**config.mk**
```make
export PLATFORM = sky130hd
export DESIGN_NAME = oifs_rx_interface
export DESIGN_NICKNAME = d
export VERILOG_FILES = /design/src/rtl/oifs_rx_interface.sv
export SDC_FILE = /design/constraint.sdc
export NUM_CORES = 1
export LEC_CHECK = 0
export ABC_AREA = 1
export BUFFER_PORTS_ARGS = -buffer_cell sky130_fd_sc_hd__clkbuf_2
export CAP_MARGIN = 20
export CORE_ASPECT_RATIO = 1.25
export CORE_MARGIN = 2
export CORE_UTILIZATION = 38
export DETAILED_ROUTE_END_ITERATION = 12
export PLACE_DENSITY_LB_ADDON = 0.15
export SYNTH_ARGS = -nofsm -noshare
export SYNTH_HDL_FRONTEND = slang
export SYNTH_SLANG_ARGS = --single-unit
```
**constraint.sdc**
```tcl
create_clock -name i_clk -period 5.05 [get_ports i_clk]
set_clock_uncertainty 0.15 [all_clocks]
set_input_delay 0 -clock i_clk [delete_from_list [all_inputs] [get_ports i_clk]]
set_output_delay 0 -clock i_clk [all_outputs]
set_load 0.01 [all_outputs]
```
**src/rtl/oifs_rx_interface.sv**
```systemverilog
// Receive side of the FTDI opto-isolated fast serial link: samples FSDO on FSCLK
// rising edges, deserialises {start, data, channel} frames and queues them in a FWFT FIFO.
module oifs_rx_interface #(
  parameter int unsigned DATA_W = 8,
  parameter int unsigned DEPTH  = 4
) (
  input  logic              i_clk,
  input  logic              i_arst,
  input  logic              i_fsclk,
  input  logic              i_fsdo,
  output logic              o_valid,
  output logic [DATA_W-1:0] o_data,
  output logic              o_channel,
  input  logic              i_ready,
  output logic              o_overrun,
  output logic              o_busy
);

  localparam int unsigned AW = $clog2(DEPTH);
  localparam int unsigned CW = (DATA_W > 1) ? $clog2(DATA_W) : 1;
  localparam int unsigned EW = DATA_W + 1;
  localparam logic [AW:0] FULL_CNT = (AW + 1)'(DEPTH);
  localparam logic [CW-1:0] LAST_BIT = CW'(DATA_W - 1);

  typedef enum logic [1:0] {
    IDLE,
    DATA,
    CHAN
  } state_e;

  logic              r_fsclk_q, r_fsclk_d;
  logic              r_fsdo_q, r_fsdo_d;
  state_e            state_q, state_d;
  logic [CW-1:0]     cnt_q, cnt_d;
  logic [DATA_W-1:0] shreg_q, shreg_d;
  logic [EW-1:0]     mem_q [DEPTH];
  logic [EW-1:0]     mem_d [DEPTH];
  logic [AW-1:0]     wr_ptr_q, wr_ptr_d;
  logic [AW-1:0]     rd_ptr_q, rd_ptr_d;
  logic [AW:0]       count_q, count_d;
  logic              overrun_q, overrun_d;

  logic sample;
  logic bit_in;
  logic push;
  logic push_ok;
  logic pop;
  logic full;

  // FSDO is taken from the registered copy, i.e. the value held during FSCLK low.
  assign sample = i_fsclk & ~r_fsclk_q;
  assign bit_in = r_fsdo_q;

  always_comb begin
    r_fsclk_d = i_fsclk;
    r_fsdo_d  = i_fsdo;
    state_d   = state_q;
    cnt_d     = cnt_q;
    shreg_d   = shreg_q;
    push      = 1'b0;
    case (state_q)
      IDLE: begin
        if (sample && !bit_in) begin
          state_d = DATA;
          cnt_d   = '0;
        end
      end
      DATA: begin
        if (sample) begin
          shreg_d = {bit_in, shreg_q[DATA_W-1:1]};
          if (cnt_q == LAST_BIT) begin
            state_d = CHAN;
          end else begin
            cnt_d = cnt_q + CW'(1);
          end
        end
      end
      CHAN: begin
        if (sample) begin
          push    = 1'b1;
          state_d = IDLE;
        end
      end
      default: state_d = IDLE;
    endcase
  end

  // A push into a full FIFO is dropped even if the head is popped in the same cycle.
  assign full    = (count_q == FULL_CNT);
  assign o_valid = (count_q != '0);
  assign pop     = o_valid & i_ready;
  assign push_ok = push & ~full;

  always_comb begin
    mem_d     = mem_q;
    wr_ptr_d  = wr_ptr_q;
    rd_ptr_d  = rd_ptr_q;
    count_d   = count_q;
    overrun_d = push & full;
    if (push_ok) begin
      mem_d[wr_ptr_q] = {bit_in, shreg_q};
      wr_ptr_d        = wr_ptr_q + AW'(1);
    end
    if (pop) begin
      rd_ptr_d = rd_ptr_q + AW'(1);
    end
    case ({push_ok, pop})
      2'b10:   count_d = count_q + (AW + 1)'(1);
      2'b01:   count_d = count_q - (AW + 1)'(1);
      default: count_d = count_q;
    endcase
  end

  always_ff @(posedge i_clk or posedge i_arst) begin
    if (i_arst) begin
      r_fsclk_q <= 1'b0;
      r_fsdo_q  <= 1'b1;
      state_q   <= IDLE;
      cnt_q     <= '0;
      shreg_q   <= '0;
      wr_ptr_q  <= '0;
      rd_ptr_q  <= '0;
      count_q   <= '0;
      overrun_q <= 1'b0;
      for (int unsigned i = 0; i < DEPTH; i++) begin
        mem_q[i] <= '0;
      end
    end else begin
      r_fsclk_q <= r_fsclk_d;
      r_fsdo_q  <= r_fsdo_d;
      state_q   <= state_d;
      cnt_q     <= cnt_d;
      shreg_q   <= shreg_d;
      wr_ptr_q  <= wr_ptr_d;
      rd_ptr_q  <= rd_ptr_d;
      count_q   <= count_d;
      overrun_q <= overrun_d;
      for (int unsigned i = 0; i < DEPTH; i++) begin
        mem_q[i] <= mem_d[i];
      end
    end
  end

  assign o_data    = mem_q[rd_ptr_q][DATA_W-1:0];
  assign o_channel = mem_q[rd_ptr_q][DATA_W];
  assign o_overrun = overrun_q;
  assign o_busy    = (state_q != IDLE);

endmodule

```
==> impl_metrics.ini <==
[clock_network]
cts_tree = yes
cts.clk_slew.worst_paths_ns = 0.06
postCtsSetupBuffers = 0
cts_resized = 0
ctsRootBufferMaster = clkbuf_8
cts_hold_buf = 4
clock_sinks = 59
clk_path_buf_depth = 2
cts-htree-levels = 3
cts_buffers = 9
insertion_delay_ns = 0.33

[pwr]
p_leak_nw = 1.63
ir_drop_v = 0.000193
powerDensity_nw_per_um2 = 440

[die]
core_sq_um = 7310
row_count = 35
die_height_microns = 101
dieArea_sq_um = 8170
die_x_microns = 81.2
start_util = 0.388
pin_count = 17

[grt]
grt_max_degree = 60
grt_overflow = 0
grt_first_pass_wirelength_microns = 11100
track_usage = 0.183
grt_antenna_before_repair = 0
grt_pass1_vias = 2197

[placement]
gp_congestion = 0.752
io_buffer_count = 16
hpwl_microns = 4190
dpl_cell_area_sq_um = 2950

[timing]
grt_setup_unrepaired = no
setup_viol = 0
tns_ns = 0
max_freq_mhz = 355
worst_pin_slew_ns = 0.884
period_share = 0.558
slew_headroom = 0.410
min_period_ns = 2.82
finalMaxSlewViolations = 0
hold_violations = 0

[worst_setup_path]
critPathMaxFanout = 44
crit_buf_inv = 2
r2r_start = count_q[0]$_DFFE_PP0P_
cp_slowest_cell = nand3_2
crit_chain = inv_1 -> nand3_2 -> nand2_1 -> ha_1 -> inv_1 -> fa_1 -> nand2_1 -> nand3b_1 -> xor2_1
cpPeakStageDelay_ns = 0.69
reg2regPathDepth = 9
timing.rr.end = count_q[2]$_DFFE_PP0P_
crit_family = simple AND/OR/NAND/NOR gates
required_ns = 5.12
endpoint_kind = flip-flop
cp-start-kind = flip-flop
critPathArrivalTime_ns = 2.89
reg2reg_setup_slack_ns = 2.23
path_class = reg2reg

[worst_hold_path]
worstHoldEndpoint = bit_in$_DFF_PP1_
hold_start = i_fsdo
hold_class = in2reg
min_delay_path_depth = 2

[synth]
synth_largest_area_cell = dfrtp_1
netlist_instances = 328
avgSynthCellArea_sq_um = 8.64
ys_seq_area_frac = 0.521
ys_ff_latch = 59
netlist_top_cells_area = dfrtp_1, nand2_1, nand4_1
synthDistinctLibCells = 27
syn_nets = 341
ys_warn_count = 0
syn_area_sq_um = 2830
yosys.area.top_type_share = 0.512

[cells_and_area]
diodes = 0
fin_area_sq_um = 3150
nNetsFinal = 357
drive_gt1_frac = 0.112
fin_util = 0.431
syn_to_final_growth_pct = 11.1

[route]
dr.first_iter.drc_count = 151
vias = 2227
drtAntennaViolNets = 0
totalWireLength_microns = 6490
post_drt_wl_per_cell_microns = 14.7
drc_errors = 0
routed_via_density = 5.05
drtPass1Iterations = 4

[job]
cap_violations = 0

[outcome]
status = complete, no violations
[registers in the layout, summed over array words and instances (netlist names)]
name and count:
state_q 2, r_fsclk_q 1, rd_ptr_q 2, count_q 3, bit_in 1, cnt_q 3
shreg_q 8, o_overrun 1, mem_q 36, wr_ptr_q 2
[worst max-delay path by stage]
| stage | start | to | slack, ns | cells after the start |
|---|---|---|---|---|
| after global placement | count_q[0]$_DFFE_PP0P_ | count_q[2]$_DFFE_PP0P_ | 2.33 | 9 |
| after floorplan | count_q[0]$_DFFE_PP0P_ | count_q[2]$_DFFE_PP0P_ | 2.91 | 10 |
| after global routing | count_q[0]$_DFFE_PP0P_ | count_q[2]$_DFFE_PP0P_ | 2.03 | 9 |
| after CTS | count_q[0]$_DFFE_PP0P_ | count_q[2]$_DFFE_PP0P_ | 2.25 | 9 |
| after detailed placement | count_q[0]$_DFFE_PP0P_ | count_q[2]$_DFFE_PP0P_ | 2.27 | 9 |
| final | count_q[0]$_DFFE_PP0P_ | count_q[2]$_DFFE_PP0P_ | 2.23 | 9 |
[cell usage after synthesis (all sizes together)]
cell type	number
a21oi	2
inv	17
dfrtp	58
dfstp	1
nand3	17
xor2	2
nand4	36
nor3	1
fa	1
o21ai	22
buf	12
xnor2	2
clkbuf	4
o22ai	9
nand3b	3
nand2	111
nor2	22
clkinv	1
ha	7
[area by class of cell]
class	count	area, sq um
fill	748	4160
timing repair buffer	21	128
sequential	59	1480
clock buffer	16	160
inverter	18	67.6
multi-input combinational	235	1200
tap	92	115
[report_power, final]
part	internal (W)	total, W	switching, W
Combinational	0.000143	0.000402	0.000258
Sequential	0.000525	0.000622	0.0000967
Clock	0.000193	0.000363	0.000170
[metal layers]
| layer | up-vias | share of wire | GRT usage |
|---|---|---|---|
| li1 | 1136 | - | - |
| met1 | 1055 | 0.48 | 0.243 |
| met2 | 26 | 0.47 | 0.284 |
| met3 | 10 | 0.031 | 0.0332 |
| met4 | 0 | 0.022 | 0.0913 |
| met5 | - | 0 | 0 |
[cells by family after synthesis]
family                   share of synthesized area
XOR/XNOR                                    0.0124
AND/OR/NAND/NOR                              0.311
AO/OA/AOI/OAI                               0.0623
buffers and inverters                       0.0547
adder cells (fa/ha/maj)                     0.0380
flip-flops                                   0.521
[per-stage QoR]
step | setup WS [ns] | instances | hold WS (ns) | total power [W]
final | 2.23 | 441 | 0.150 | 0.00139
after global routing | 2.03 | 441 | 0.139 | 0.00149
after CTS | 2.25 | 441 | 0.134 | 0.00140
after detailed placement | 2.27 | 421 | -0.0595 | 0.00103
after global placement | 2.33 | 421 | -0.0616 | 0.00102
after floorplan | 2.91 | 328 | -0.146 | 0.000901
[layout by cell type, fill, tap and decap left out, types with 3 or more instances in the layout]
cell type,n
clkbuf_1,6
clkbuf_2,16
clkbuf_8,10
dfrtp_1,58
dlygate4sd3_1,4
ha_1,7
inv_1,14
inv_2,3
nand2_1,109
nand3_1,12
nand3_2,4
nand3b_1,3
nand4_1,36
nor2_1,21
o21ai_0,22
o22ai_1,9
(Power assumes the default switching activity.)
